===== config.mk =====
export PLATFORM = sky130hd
export DESIGN_NAME = commit_unit_flat
export DESIGN_NICKNAME = d
export VERILOG_FILES = /design/src/rtl/commit_unit_pkg.sv /design/src/rtl/commit_unit_if.sv /design/src/rtl/commit_bru_hold.sv /design/src/rtl/commit_unit.sv /design/src/flat_wrapper.sv
export SDC_FILE = /design/constraint.sdc
export NUM_CORES = 1
export LEC_CHECK = 0
export CORE_ASPECT_RATIO = 0.7
export CORE_MARGIN = 8
export CORE_UTILIZATION = 35
export CTS_BUF_LIST = sky130_fd_sc_hd__clkbuf_8
export CTS_CLUSTER_DIAMETER = 150
export DETAILED_ROUTE_END_ITERATION = 6
export PLACE_DENSITY = 0.71
export SLEW_MARGIN = 20
export SYNTH_ARGS = -nofsm -noshare
export SYNTH_HDL_FRONTEND = slang
export SYNTH_SLANG_ARGS = --single-unit
export TNS_END_PERCENT = 5

===== constraint.sdc =====
create_clock -name CLK -period 7.6 [get_ports CLK]
set_input_delay 1.14 -clock CLK [delete_from_list [all_inputs] [get_ports CLK]]
set_output_delay 1.14 -clock CLK [all_outputs]
set_load 0.01 [all_outputs]

===== src/rtl/commit_unit_pkg.sv =====
// Shared constants, rob_info layout and state encoding for the commit stage.
// Optional feature macro: COMMIT_INSTRET_EN (retired-instruction counter).
package commit_unit_pkg;

  localparam int unsigned RNDEPTH   = 4;
  localparam int unsigned RN_W      = $clog2(RNDEPTH);
  localparam int unsigned ARCH_REGS = 32;
  localparam int unsigned PC_W      = 64;
  localparam int unsigned RD_W      = 5;
  localparam int unsigned WB_W      = ARCH_REGS * RNDEPTH;
  localparam int unsigned WB_IDX_W  = $clog2(WB_W);

  // rob_info bit offsets, LSB first
  localparam int unsigned RI_ILL_OFF = 0;
  localparam int unsigned RI_SU_OFF  = 1;
  localparam int unsigned RI_BR_OFF  = 2;
  localparam int unsigned RI_RN_OFF  = 3;
  localparam int unsigned RI_RD_OFF  = RI_RN_OFF + RN_W;
  localparam int unsigned RI_PC_OFF  = RI_RD_OFF + RD_W;
  localparam int unsigned ROB_INFO_W = RI_PC_OFF + PC_W;

  typedef struct packed {
    logic [PC_W-1:0] pc;
    logic [RD_W-1:0] rd0;
    logic [RN_W-1:0] rn;
    logic            is_branch;
    logic            is_su;
    logic            is_illegal;
  } rob_info_t;

  typedef enum logic [1:0] {
    RUN   = 2'd0,
    FLUSH = 2'd1,
    TRAP  = 2'd2
  } state_e;

  // Flat position of the written-back bit for (rd, rn)
  function automatic logic [WB_IDX_W-1:0] wb_index(input logic [RD_W-1:0] rd,
                                                   input logic [RN_W-1:0] rn);
    return WB_IDX_W'(RNDEPTH * 32'(rd) + 32'(rn));
  endfunction

endpackage


===== src/rtl/commit_unit_if.sv =====
// Handshake and result bundle between the commit unit and its neighbours
// (reorder fifo, BRU, LSU, rename, trap handling).
interface commit_unit_if;
  import commit_unit_pkg::*;

  logic                  rob_vaild;
  logic                  rob_ready;
  logic [ROB_INFO_W-1:0] rob_info;
  logic [WB_W-1:0]       wbLog_qout;
  logic                  bru_vaild;
  logic                  bru_ready;
  logic                  bru_miss;
  logic [PC_W-1:0]       bru_target;
  logic                  su_commit_v;
  logic                  su_commit_ready;
  logic                  commit_abi_v;
  logic [RD_W-1:0]       commit_rd0;
  logic [RN_W-1:0]       commit_rn;
  logic                  flush;
  logic [PC_W-1:0]       flush_pc;
  logic                  excp_v;
  logic [PC_W-1:0]       excp_pc;
  logic                  trap_ack;

  modport master (
    input  rob_vaild, rob_info, wbLog_qout, bru_vaild, bru_miss, bru_target,
           su_commit_ready, trap_ack,
    output rob_ready, bru_ready, su_commit_v, commit_abi_v, commit_rd0, commit_rn,
           flush, flush_pc, excp_v, excp_pc
  );

  modport slave (
    output rob_vaild, rob_info, wbLog_qout, bru_vaild, bru_miss, bru_target,
           su_commit_ready, trap_ack,
    input  rob_ready, bru_ready, su_commit_v, commit_abi_v, commit_rd0, commit_rn,
           flush, flush_pc, excp_v, excp_pc
  );

endinterface


===== src/rtl/commit_bru_hold.sv =====
// One-entry holding register for the branch resolution result; freed when its
// branch retires, and unconditionally emptied during a pipeline flush.
module commit_bru_hold
  import commit_unit_pkg::*;
(
  input  logic            clk,
  input  logic            rst,
  input  logic            bru_vaild,
  input  logic            bru_miss,
  input  logic [PC_W-1:0] bru_target,
  input  logic            clear,
  input  logic            kill,
  output logic            bru_ready,
  output logic            pend_v,
  output logic            pend_miss,
  output logic [PC_W-1:0] pend_target
);

  logic            pend_v_q;
  logic            miss_q;
  logic [PC_W-1:0] target_q;
  logic            capture;

  assign bru_ready   = ~pend_v_q & ~rst;
  assign capture     = bru_vaild & bru_ready;
  assign pend_v      = pend_v_q;
  assign pend_miss   = miss_q;
  assign pend_target = target_q;

  // kill beats capture so nothing from the squashed path survives a flush
  always_ff @(posedge clk or posedge rst) begin
    if (rst) begin
      pend_v_q <= 1'b0;
      miss_q   <= 1'b0;
      target_q <= '0;
    end else begin
      if (kill)         pend_v_q <= 1'b0;
      else if (capture) pend_v_q <= 1'b1;
      else if (clear)   pend_v_q <= 1'b0;
      if (capture) begin
        miss_q   <= bru_miss;
        target_q <= bru_target;
      end
    end
  end

endmodule


===== src/rtl/commit_unit.sv =====
// In-order retirement from the reorder fifo head: rename publish, mispredict
// flush, illegal-instruction trap. Optional instret counter: COMMIT_INSTRET_EN.
module commit_unit
  import commit_unit_pkg::*;
(
  input  logic         CLK,
  input  logic         RST,
  commit_unit_if.master bus
`ifdef COMMIT_INSTRET_EN
  ,
  output logic [63:0]  instret
`endif
);

  state_e          state_q, state_d;
  rob_info_t       head;
  logic            pend_v, pend_miss;
  logic [PC_W-1:0] pend_target;
  logic            complete, pop, su_req, wb_hit, retire_rd;

  logic            commit_abi_v_q;
  logic [RD_W-1:0] commit_rd0_q;
  logic [RN_W-1:0] commit_rn_q;
  logic [PC_W-1:0] flush_pc_q, excp_pc_q;

  assign head = rob_info_t'(bus.rob_info);

  commit_bru_hold u_bru_hold (
    .clk        (CLK),
    .rst        (RST),
    .bru_vaild  (bus.bru_vaild),
    .bru_miss   (bus.bru_miss),
    .bru_target (bus.bru_target),
    .clear      (pop & head.is_branch),
    .kill       (state_q == FLUSH),
    .bru_ready  (bus.bru_ready),
    .pend_v     (pend_v),
    .pend_miss  (pend_miss),
    .pend_target(pend_target)
  );

  // Head-complete decode, pop/store strobes and next state
  always_comb begin
    state_d  = state_q;
    complete = 1'b0;
    pop      = 1'b0;
    su_req   = 1'b0;
    wb_hit   = bus.wbLog_qout[wb_index(head.rd0, head.rn)];

    if (head.is_illegal)     complete = 1'b0;
    else if (head.is_branch) complete = pend_v;
    else if (head.is_su)     complete = bus.su_commit_ready;
    else                     complete = (head.rd0 == '0) | wb_hit;

    case (state_q)
      RUN: begin
        su_req = bus.rob_vaild & head.is_su & ~head.is_illegal;
        pop    = bus.rob_vaild & complete;
        if (bus.rob_vaild & head.is_illegal)      state_d = TRAP;
        else if (pop & head.is_branch & pend_miss) state_d = FLUSH;
      end
      FLUSH:   state_d = RUN;
      TRAP:    if (bus.trap_ack) state_d = FLUSH;
      default: state_d = RUN;
    endcase
  end

  // A mispredicted branch never publishes, keeping flush and commit_abi_v exclusive
  assign retire_rd = pop & (head.rd0 != '0) & ~head.is_su & ~(head.is_branch & pend_miss);

  always_ff @(posedge CLK or posedge RST) begin
    if (RST) state_q <= RUN;
    else     state_q <= state_d;
  end

  always_ff @(posedge CLK or posedge RST) begin
    if (RST) begin
      commit_abi_v_q <= 1'b0;
      commit_rd0_q   <= '0;
      commit_rn_q    <= '0;
      flush_pc_q     <= '0;
      excp_pc_q      <= '0;
    end else begin
      commit_abi_v_q <= retire_rd;
      if (retire_rd) begin
        commit_rd0_q <= head.rd0;
        commit_rn_q  <= head.rn;
      end
      if (state_q == RUN && state_d == FLUSH)      flush_pc_q <= pend_target;
      else if (state_q == TRAP && bus.trap_ack)    flush_pc_q <= excp_pc_q;
      if (state_q == RUN && state_d == TRAP)       excp_pc_q  <= head.pc;
    end
  end

  assign bus.rob_ready    = pop & ~RST;
  assign bus.su_commit_v  = su_req & ~RST;
  assign bus.commit_abi_v = commit_abi_v_q;
  assign bus.commit_rd0   = commit_rd0_q;
  assign bus.commit_rn    = commit_rn_q;
  assign bus.flush        = (state_q == FLUSH);
  assign bus.flush_pc     = flush_pc_q;
  assign bus.excp_v       = (state_q == TRAP);
  assign bus.excp_pc      = excp_pc_q;

`ifdef COMMIT_INSTRET_EN
  logic [63:0] instret_q;

  // Free-running retire count; flushes do not touch it
  always_ff @(posedge CLK or posedge RST) begin
    if (RST)      instret_q <= '0;
    else if (pop) instret_q <= instret_q + 64'd1;
  end

  assign instret = instret_q;
`endif

endmodule


===== src/flat_wrapper.sv =====
// flat-port wrapper written by rule: the top's interface ports become plain ports
module commit_unit_flat import commit_unit_pkg::*;
  (CLK, RST, bus_rob_vaild, bus_rob_info, bus_wbLog_qout, bus_bru_vaild, bus_bru_miss, bus_bru_target, bus_su_commit_ready, bus_trap_ack, bus_rob_ready, bus_bru_ready, bus_su_commit_v, bus_commit_abi_v, bus_commit_rd0, bus_commit_rn, bus_flush, bus_flush_pc, bus_excp_v, bus_excp_pc);
  commit_unit_if bus_i ();
  input  logic CLK;
  input  logic RST;
  input wire logic [$bits(bus_i.rob_vaild)-1:0] bus_rob_vaild;
  input wire logic [$bits(bus_i.rob_info)-1:0] bus_rob_info;
  input wire logic [$bits(bus_i.wbLog_qout)-1:0] bus_wbLog_qout;
  input wire logic [$bits(bus_i.bru_vaild)-1:0] bus_bru_vaild;
  input wire logic [$bits(bus_i.bru_miss)-1:0] bus_bru_miss;
  input wire logic [$bits(bus_i.bru_target)-1:0] bus_bru_target;
  input wire logic [$bits(bus_i.su_commit_ready)-1:0] bus_su_commit_ready;
  input wire logic [$bits(bus_i.trap_ack)-1:0] bus_trap_ack;
  output wire logic [$bits(bus_i.rob_ready)-1:0] bus_rob_ready;
  output wire logic [$bits(bus_i.bru_ready)-1:0] bus_bru_ready;
  output wire logic [$bits(bus_i.su_commit_v)-1:0] bus_su_commit_v;
  output wire logic [$bits(bus_i.commit_abi_v)-1:0] bus_commit_abi_v;
  output wire logic [$bits(bus_i.commit_rd0)-1:0] bus_commit_rd0;
  output wire logic [$bits(bus_i.commit_rn)-1:0] bus_commit_rn;
  output wire logic [$bits(bus_i.flush)-1:0] bus_flush;
  output wire logic [$bits(bus_i.flush_pc)-1:0] bus_flush_pc;
  output wire logic [$bits(bus_i.excp_v)-1:0] bus_excp_v;
  output wire logic [$bits(bus_i.excp_pc)-1:0] bus_excp_pc;
  assign bus_i.rob_vaild = bus_rob_vaild;
  assign bus_i.rob_info = bus_rob_info;
  assign bus_i.wbLog_qout = bus_wbLog_qout;
  assign bus_i.bru_vaild = bus_bru_vaild;
  assign bus_i.bru_miss = bus_bru_miss;
  assign bus_i.bru_target = bus_bru_target;
  assign bus_i.su_commit_ready = bus_su_commit_ready;
  assign bus_i.trap_ack = bus_trap_ack;
  assign bus_rob_ready = bus_i.rob_ready;
  assign bus_bru_ready = bus_i.bru_ready;
  assign bus_su_commit_v = bus_i.su_commit_v;
  assign bus_commit_abi_v = bus_i.commit_abi_v;
  assign bus_commit_rd0 = bus_i.commit_rd0;
  assign bus_commit_rn = bus_i.commit_rn;
  assign bus_flush = bus_i.flush;
  assign bus_flush_pc = bus_i.flush_pc;
  assign bus_excp_v = bus_i.excp_v;
  assign bus_excp_pc = bus_i.excp_pc;
  commit_unit u_core (.CLK(CLK), .RST(RST), .bus(bus_i));
endmodule

==> results of run 1 <==
## state kept, by name, summed over array words and instances, names as in the netlist
signal                         flops
u_core.u_bru_hold.pend_v           1
u_core.bus.commit_rn               2
u_core.u_bru_hold.pend_target     64
u_core.state_q                     2
u_core.bus.excp_pc                64
u_core.bus.commit_rd0              5
u_core.bus.flush_pc               64
u_core.u_bru_hold.pend_miss        1
u_core.bus.commit_abi_v            1
## cell usage after synthesis, drive strengths merged (2+ instances only)
library cell / count
inv: 8
buf: 21
and3: 4
mux2i: 14
nand3: 8
o21ai: 2
mux2: 139
nand2: 139
mux4: 25
nor2b: 6
clkbuf: 25
a22oi: 69
and2: 3
nor2: 9
dfrtp: 204
a21oi: 5
a31oi: 4
o311ai: 3
## cells by family (layout without fill, tap and decap cells)
kind of cell,Yosys count,after routing,synth area share
AO/OA/AOI/OAI,90,90,0.0753
AND/OR/NAND/NOR,176,176,0.0806
flip-flops,204,204,0.565
buffers and inverters,54,482,0.0253
other,0,2,0
multiplexers,178,178,0.254
## area by class of cell
class                   instances  area [um^2]
diodes                          2         5.00
clock buffers                  44          606
clock inverters                15         96.3
fillers                      2178        11400
inverters                       8         37.5
multi-input cells             444         3720
flip-flops and latches        204         5100
well taps                     331          414
repair buffers                415         4130
## routing by layer
layer | wire, um | share of wire
met1 | 14000 | 0.43
met2 | 14100 | 0.44
met3 | 3540 | 0.11
met4 | 739 | 0.023
met5 | 23 | 0.00071
## per-stage QoR
stage | hold WS, ns | util
6_report | 0.469 | 0.553
5_1_grt | 0.495 | 0.553
4_1_cts | 0.470 | 0.553
3_5_place_dp | 0.462 | 0.526
2_1_floorplan | 0.455 | -
3_3_place_gp | 0.458 | 0.526
## power groups by stage
stage                     combinational, mW  sequential, mW  clock, mW
after floorplan                       0.516            1.94          0
after global placement                 1.56            1.84          0
after detailed placement               1.58            1.86          0
after CTS                              1.59            1.85       1.03
after global routing                   1.70            1.91       1.08
final                                  1.56            1.85       1.00
## final timing paths
kind                       cells past startpoint                        startpoint                       end
hold / removal                                 2  u_core.u_bru_hold.pend_target[5]    u_core.bus.flush_pc[5]
setup / recovery                               9                   bus_rob_info[6]             bus_rob_ready
setup reg to reg                               9                 u_core.state_q[0]    u_core.bus.flush_pc[3]
max in group asynchronous                      3                               RST   u_core.bus.flush_pc[39]
min in group asynchronous                      2                               RST  u_core.bus.commit_rd0[4]
hold reg to reg                                2  u_core.u_bru_hold.pend_target[5]    u_core.bus.flush_pc[5]
## worst max-delay path: cells and delay by family
kind,cells,cell delay [ns]
simple gates,3,0.71
buf+inv,2,1.62
compound gates,4,0.89
==> metrics.cfg, run 1 <==
[run_status]
outcome = finished clean

[finish]
finalNetCount = 1381
layout-drive-gt1-share = 0.0920
layout_commonest_cell = clkdlybuf4s50_1
areaGrowthSynthToFinish_pct = 56.2
final_area_um2 = 14100
layout_common_cells = 408 x clkdlybuf4s50_1, 204 x dfrtp_1, 139 x nand2_1
final_cells = 1463

[sta]
fmax_mhz = 181
hold_viol = 0
rsz0062_at_grt = no
fin_tns_setup_ns = 0
finClkSkew_ns = 0.0257
finalMaxSlewViolations = 0
fin_ws_ns = 2.07
tightest_slew_ns = 1.14
period_share = 0.727
min_period_ns = 5.53
setup_viol = 0
worst_slew_margin_rel = 0.236

[routing]
drc = 0
dr.pass1.iters = 5
vias_per_cell = 5.09
drt_iter0_drc = 380
vias = 7447
finalWirelength_mm = 32.4
post_drt_wl_per_cell_um = 22.1
detail-route-antenna-nets = 0

[place]
hpwl_mm = 23.7
place_area_um2 = 13400
place.gp.congestion = 0.846
placed_cells = 1402
pre_cts_ws_ns = 2.16
io_buffer_count = 409

[hold_path]
min_path_type = reg2reg

[clocking]
worstSkewPairLatency_ns = 0.53
cts_made_buffers = 35
htree_levels = 2
cts.sinks = 204
cts_buffer_depth = 3
postCtsHoldBufs = 0
path_clk_slew_ns = 0.06
clock-root-buffer = clkbuf_8
postCtsSetupRepairBufs = 0
cts_tree = done
cts_resized = 0

[worst_setup_path]
cp.arrival_ns = 4.39
critPathKind = in2out
cpPeakStageDelay_ns = 1.01
crit_path_start_kind = input pin
required_ns = 6.46
reg2reg_setup_slack_ns = 4.80
critPathMaxFanout = 22
crit_slowest_cell = clkdlybuf4s50_1
crit_path_frequent_cell = clkdlybuf4s50_1
worstSetupEndpointType = output port
critical_path.cell_chain = clkdlybuf4s50_1 > nor2_1 > a22oi_1 > a311o_1 > nand3_1 > o2bb2ai_1 > a21oi_1 > nor4_1 > clkdlybuf4s50_1

[logic_synthesis]
ys_ff_latch = 204
ys_seq_area_frac = 0.565
synth.largest_area_cell = dfrtp_1
synth_cell_type_count = 41
syn_nets = 975
ys_warn_count = 0
synth_area_per_cell_um2 = 12.9
synth_cells = 702
synth-edff-count = 0
synth_area_leaders = dfrtp_1 57%, mux2_1 16%, mux4_2 6.2%
synth-main-ff-cell = dfrtp_1
synthArstFlopShare = 1.00
synth_top_area_frac = 0.565
netlist_area_um2 = 9030

[power_and_ir_drop]
vdd_drop_max_uv = 212
clkPwrFrac = 0.227
switchingPower_mw = 1.39
p_int_mw = 3.02
swShare = 0.314
pwr-share-comb = 0.354
pwr-share-seq = 0.419
power_density_nw_per_um2 = 312
finalPower_mw = 4.41
leakagePower_nw = 6.02

[floorplanning]
rows = 49
die-area_um2 = 31300
core_area_um2 = 25500
io_pins = 414
die_h_um = 150
die_w_um = 208
start_util = 0.354

[grt]
first_global_vias = 8065
grt_usage = 0.205
grt_overflow = 0
top_usage_layer = met2
grtUsageMet3 = 0.0903
met1_usage = 0.269
grt_first_pass_wirelength_mm = 49.9
use_met2 = 0.303
antenna_found_initial = 3
grt_start_max_net_pins = 75

[job]
drv_cap = 0

No activity file was read; power rests on OpenSTA's default activity.
==> inputs of run 2 (changes only) <==
Settings changed: PLACE_DENSITY 0.71 to 0.73.
Clock period 7.6 ns to 5 ns, I/O delays scaled along.
==> run 2 against run 1 <==
Net effect:
- register-to-register slack worse by 2.2 ns
- critical path type unchanged
- sequential share of layout area up 0.18 points
- final area down 0.51%
- global-route usage down 0.39 points
- largest power group unchanged
- clock power up 37%
- highest routed layer is now met4
- utilization down 0.28 points
- via count down 1.2%
- worst setup slack worse by 1.5 ns
- final cell count down 0.14%
- total power up 49%
- critical endpoint unchanged
- first-iteration DRC count up 6.3%
==> metrics.cfg, run 2 (synthesized netlist as in run 1, its figures left out) <==
[run_status]
outcome = finished clean

[grt]
grt_start_max_net_pins = 82
grt_overflow = 0
first_global_vias = 7968
grt_first_pass_wirelength_mm = 49.0
grt_usage = 0.201
antenna_found_initial = 0

[sta]
min_period_ns = 4.38
setup_viol = 0
finClkSkew_ns = 0.0181
worst_slew_margin_rel = 0.284
fmax_mhz = 228
fin_ws_ns = 0.616
rsz0062_at_grt = no
finalMaxSlewViolations = 0
period_share = 0.877
tightest_slew_ns = 1.07
fin_tns_setup_ns = 0
hold_viol = 0

[worst_setup_path]
critPathMaxFanout = 15
reg2reg_setup_slack_ns = 2.56
required_ns = 4.25
r2r-start = u_core.u_bru_hold.pend_v
r2r_end = u_core.u_bru_hold.pend_target[2]
ff2ff_path_depth = 3
worstSetupEndpointType = output port
crit_path_start_kind = input pin
cp.arrival_ns = 3.63
critPathKind = in2out

[finish]
final_cells = 1461
fillCellCount = 2183
layout_commonest_cell = clkdlybuf4s50_1
layout-drive-gt1-share = 0.0876
diodes = 0
layout_common_cells = 407 x clkdlybuf4s50_1, 204 x dfrtp_1, 139 x nand2_1
utilization = 0.551
areaGrowthSynthToFinish_pct = 55.5
finalNetCount = 1384

[hold_path]
min_path_type = reg2reg
min_path_cells = 2
hp-start = u_core.bus.flush_pc[23]
min_to = u_core.bus.flush_pc[23]

[clocking]
cts_made_buffers = 34
path_clk_slew_ns = 0.06
worstSkewPairLatency_ns = 0.51
clock-root-buffer = clkbuf_8
cts_buffer_depth = 3
postCtsSetupRepairBufs = 0
htree_levels = 2
postCtsHoldBufs = 0
cts.sinks = 204
cts_tree = done
cts_resized = 0

[power_and_ir_drop]
vdd_drop_max_uv = 292
clkPwrFrac = 0.209
leakagePower_nw = 6.01
pwr-share-comb = 0.364
power_density_nw_per_um2 = 467
switchingPower_mw = 2.08
p_int_mw = 4.48
pwr-share-seq = 0.427
swShare = 0.317
finalPower_mw = 6.55

[routing]
detail-route-antenna-nets = 0
post_drt_wl_per_cell_um = 21.8
finalWirelength_mm = 31.9
vias_per_cell = 5.04
vias = 7357
drt_iter0_drc = 404
drc = 0
dr.pass1.iters = 4

[job]
drv_cap = 0

[floorplanning]
die-area_um2 = 31300
io_pins = 414
die_h_um = 150
die_w_um = 208
core_area_um2 = 25500
start_util = 0.354
rows = 49

[place]
placed_cells = 1406
io_buffer_count = 409
hpwl_mm = 23.5
pre_cts_ws_ns = 0.658
place.gp.congestion = 0.845

run 2: cell count changes in the layout (fill, tap and decap cells not counted), sizes merged:
cell	change
buf	+5
clkinv	-5
inv	+5
clkbuf	-4
diode	-2
bufinv	-1
clkdlybuf4s50	-1
clkinvlp	+1
run 2: critical path, stage by stage:
cell	delay, ns
clkdlybuf4s50_1	0.84
nor2b_1	0.28
a22oi_1	0.13
a311o_1	0.38
nand3_1	0.10
o2bb2ai_1	0.20
a21oi_1	0.11
nor4_1	0.22
clkdlybuf4s50_1	0.63
run 2: layout make-up:
cell class | count | area (um^2) | area share
clock buffer | 40 | 551 | 0.0392
clock inverter | 15 | 60.1 | 0.00428
timing repair buffer | 419 | 4160 | 0.296
tap | 331 | 414 | 0.0295
multi-input combinational | 444 | 3720 | 0.265
sequential | 204 | 5100 | 0.364
inverter | 8 | 33.8 | 0.00241
run 2: power by group through the flow:
stage / clock network, mW / logic, mW / registers [mW]
after global placement: 0 / 2.37 / 2.79
after global routing: 1.50 / 2.58 / 2.90
after CTS: 1.42 / 2.43 / 2.80
final: 1.37 / 2.39 / 2.80
after floorplan: 0 / 0.785 / 2.94
after detailed placement: 0 / 2.42 / 2.82
run 2: per-layer routing:
layer / vias to the layer above / part of all wire / global-route usage
met4: 0 / 0.019 / 0.0513
li1: 3342 / - / -
met1: 3671 / 0.44 / 0.266
met3: 52 / 0.095 / 0.0838
met2: 292 / 0.45 / 0.304
met5: - / 0 / 0
run 2: worst max path at each step:
| stage | from | endpoint | slack (ns) | cells after the start |
|---|---|---|---|---|
| final | bus_rob_info[5] | bus_rob_ready | 0.62 | 9 |
| after global routing | bus_rob_info[3] | bus_rob_ready | 0.44 | 9 |
| after CTS | bus_rob_info[3] | bus_rob_ready | 0.66 | 9 |
| after detailed placement | bus_rob_info[3] | bus_rob_ready | 0.66 | 8 |
| after global placement | bus_rob_info[3] | bus_rob_ready | 0.67 | 8 |
| after floorplan | RST | bus_su_commit_v | -0.01 | 2 |
run 2: per-stage QoR:
| step | cell area, um^2 | hold slack, ns |
|---|---|---|
| detailed placement | 13400 | 0.462 |
| global placement | 13400 | 0.456 |
| global route | 14000 | 0.496 |
| CTS | 14000 | 0.476 |
| floorplan | 9040 | 0.455 |
| finish | 14000 | 0.469 |
==> inputs of run 3 (changes only) <==
Settings changed: CAP_MARGIN set to 0, CORE_MARGIN 8 to not set.
==> run 3 against run 2 <==
Net effect:
- sequential power barely moved
- via count increased by 1.5%
- count of clock-buffer cells in the layout rose by 4
- sequential cell count is the same
- register-to-register slack improved by 0.21 ns
- die area is 15% lower
- critical path type unchanged
==> metrics.cfg, run 3 (synthesized netlist as in run 1, its figures left out) <==
[finish]
layout-drive-gt1-share = 0.0931
final_area_um2 = 14200
layout_common_cells = 408 x clkdlybuf4s50_1, 204 x dfrtp_1, 139 x nand2_1
fillCellCount = 2087
finalNetCount = 1387
diodes = 0
areaGrowthSynthToFinish_pct = 57.1
layout_commonest_cell = clkdlybuf4s50_1

[floorplanning]
rows = 48
io_pins = 414
die_h_um = 136
start_util = 0.362
die-area_um2 = 26500
die_w_um = 194
core_area_um2 = 25000

[job]
drv_cap = 0

[run_status]
outcome = finished clean

[sta]
tightest_slew_ns = 1.08
period_share = 0.854
finClkSkew_ns = 0.00914
finalMaxSlewViolations = 0
hold-worst-slack_ns = 0.473
rsz0062_at_grt = no
fmax_mhz = 234
worst_slew_margin_rel = 0.283
min_period_ns = 4.27
setup_viol = 0
hold_viol = 0

[clocking]
cts.sinks = 204
postCtsSetupRepairBufs = 0
cts_buffer_depth = 3
worstSkewPairLatency_ns = 0.51
clock-root-buffer = clkbuf_8
postCtsHoldBufs = 0
path_clk_slew_ns = 0.06
cts_made_buffers = 35
htree_levels = 2
cts_tree = done
cts_resized = 0

[place]
place_area_um2 = 13500
hpwl_mm = 21.1
place.gp.congestion = 0.946
io_buffer_count = 409

[worst_setup_path]
cp.arrival_ns = 3.52
worstSetupEndpointType = output port
critPathKind = in2out
crit_path_start_kind = input pin
critPathMaxFanout = 30
required_ns = 4.25

[power_and_ir_drop]
finalPower_mw = 6.73
power_density_nw_per_um2 = 474
leakagePower_nw = 6.08
vdd_drop_max_uv = 339

[routing]
detail-route-antenna-nets = 0
drt_iter0_drc = 391
vias_per_cell = 5.10
finalWirelength_mm = 29.8
vias = 7466
post_drt_wl_per_cell_um = 20.4
drc = 0
dr.pass1.iters = 5

[grt]
grt_start_max_net_pins = 75
first_global_vias = 7753
antenna_found_initial = 0
grt_usage = 0.228
grt_overflow = 0
grt_first_pass_wirelength_mm = 46.2

[hold_path]
min_path_type = reg2reg

[run 3: changes by cell type in the layout (fill, tap and decap cells not counted)]
cell / before / now
buf_4: 9 / 10
clkbuf_8: 40 / 44
clkinv_2: 3 / 2
clkinvlp_4: 1 / 2
bufinv_16: 0 / 2
buf_12: 0 / 2
buf_6: 1 / 0
clkdlybuf4s50_1: 407 / 408
buf_2: 2 / 1
[run 3: area by class of cell]
type / count / area, um^2 / area share
Sequential cell: 204 / 5100 / 0.360
Clock inverter: 17 / 123 / 0.00864
Inverter: 8 / 33.8 / 0.00238
Clock buffer: 44 / 606 / 0.0427
Multi-Input combinational cell: 444 / 3720 / 0.262
Timing Repair Buffer: 421 / 4200 / 0.296
Tap cell: 325 / 407 / 0.0286
[run 3: where the power goes]
part           switching [mW]  internal [mW]  total (mW)
clock                   0.676          0.894        1.57
combinational           0.968           1.39        2.36
sequential              0.431           2.37        2.80
[run 3: per-stage QoR]
stage | utilization | setup WS, ns | cells | setup TNS, ns
finish | 0.568 | 0.731 | 1463 | 0
floorplan | - | -0.0119 | 702 | -0.0119
detailed placement | 0.539 | 0.752 | 1402 | 0
global route | 0.568 | 0.512 | 1463 | 0
CTS | 0.568 | 0.742 | 1463 | 0
global placement | 0.539 | 0.765 | 1402 | 0
[run 3: per-layer routing]
metal  up-vias  wire length [um]  GRT usage
met2       318             12900      0.338
li1       3355                 -          -
met5         -                 0          0
met3        54              3150     0.0903
met1      3739             13100      0.306
met4         0               676     0.0692
[run 3: critical path, stage by stage]
cell and delay (ns):
clkdlybuf4s50_1 0.50, buf_12 0.23, mux4_2 0.53, a22oi_1 0.21, a31oi_1 0.12, o21ai_1 0.28
o211ai_1 0.14, a21oi_1 0.16, nor4_1 0.06, clkdlybuf4s50_1 0.51
[run 3: worst paths after layout]
check | startpoint | end | slack, ns | cells after the start
max reg2reg | u_core.state_q[1] | u_core.bus.flush_pc[62] | 2.77 | 7
max in group asynchronous | RST | u_core.u_bru_hold.pend_target[44] | 2.41 | 4
min in group asynchronous | RST | u_core.bus.commit_rd0[2] | 1.08 | 3
min reg2reg | u_core.bus.flush_pc[47] | u_core.bus.flush_pc[47] | 0.47 | 2
min | u_core.bus.flush_pc[47] | u_core.bus.flush_pc[47] | 0.47 | 2
max | bus_rob_info[3] | bus_rob_ready | 0.73 | 10
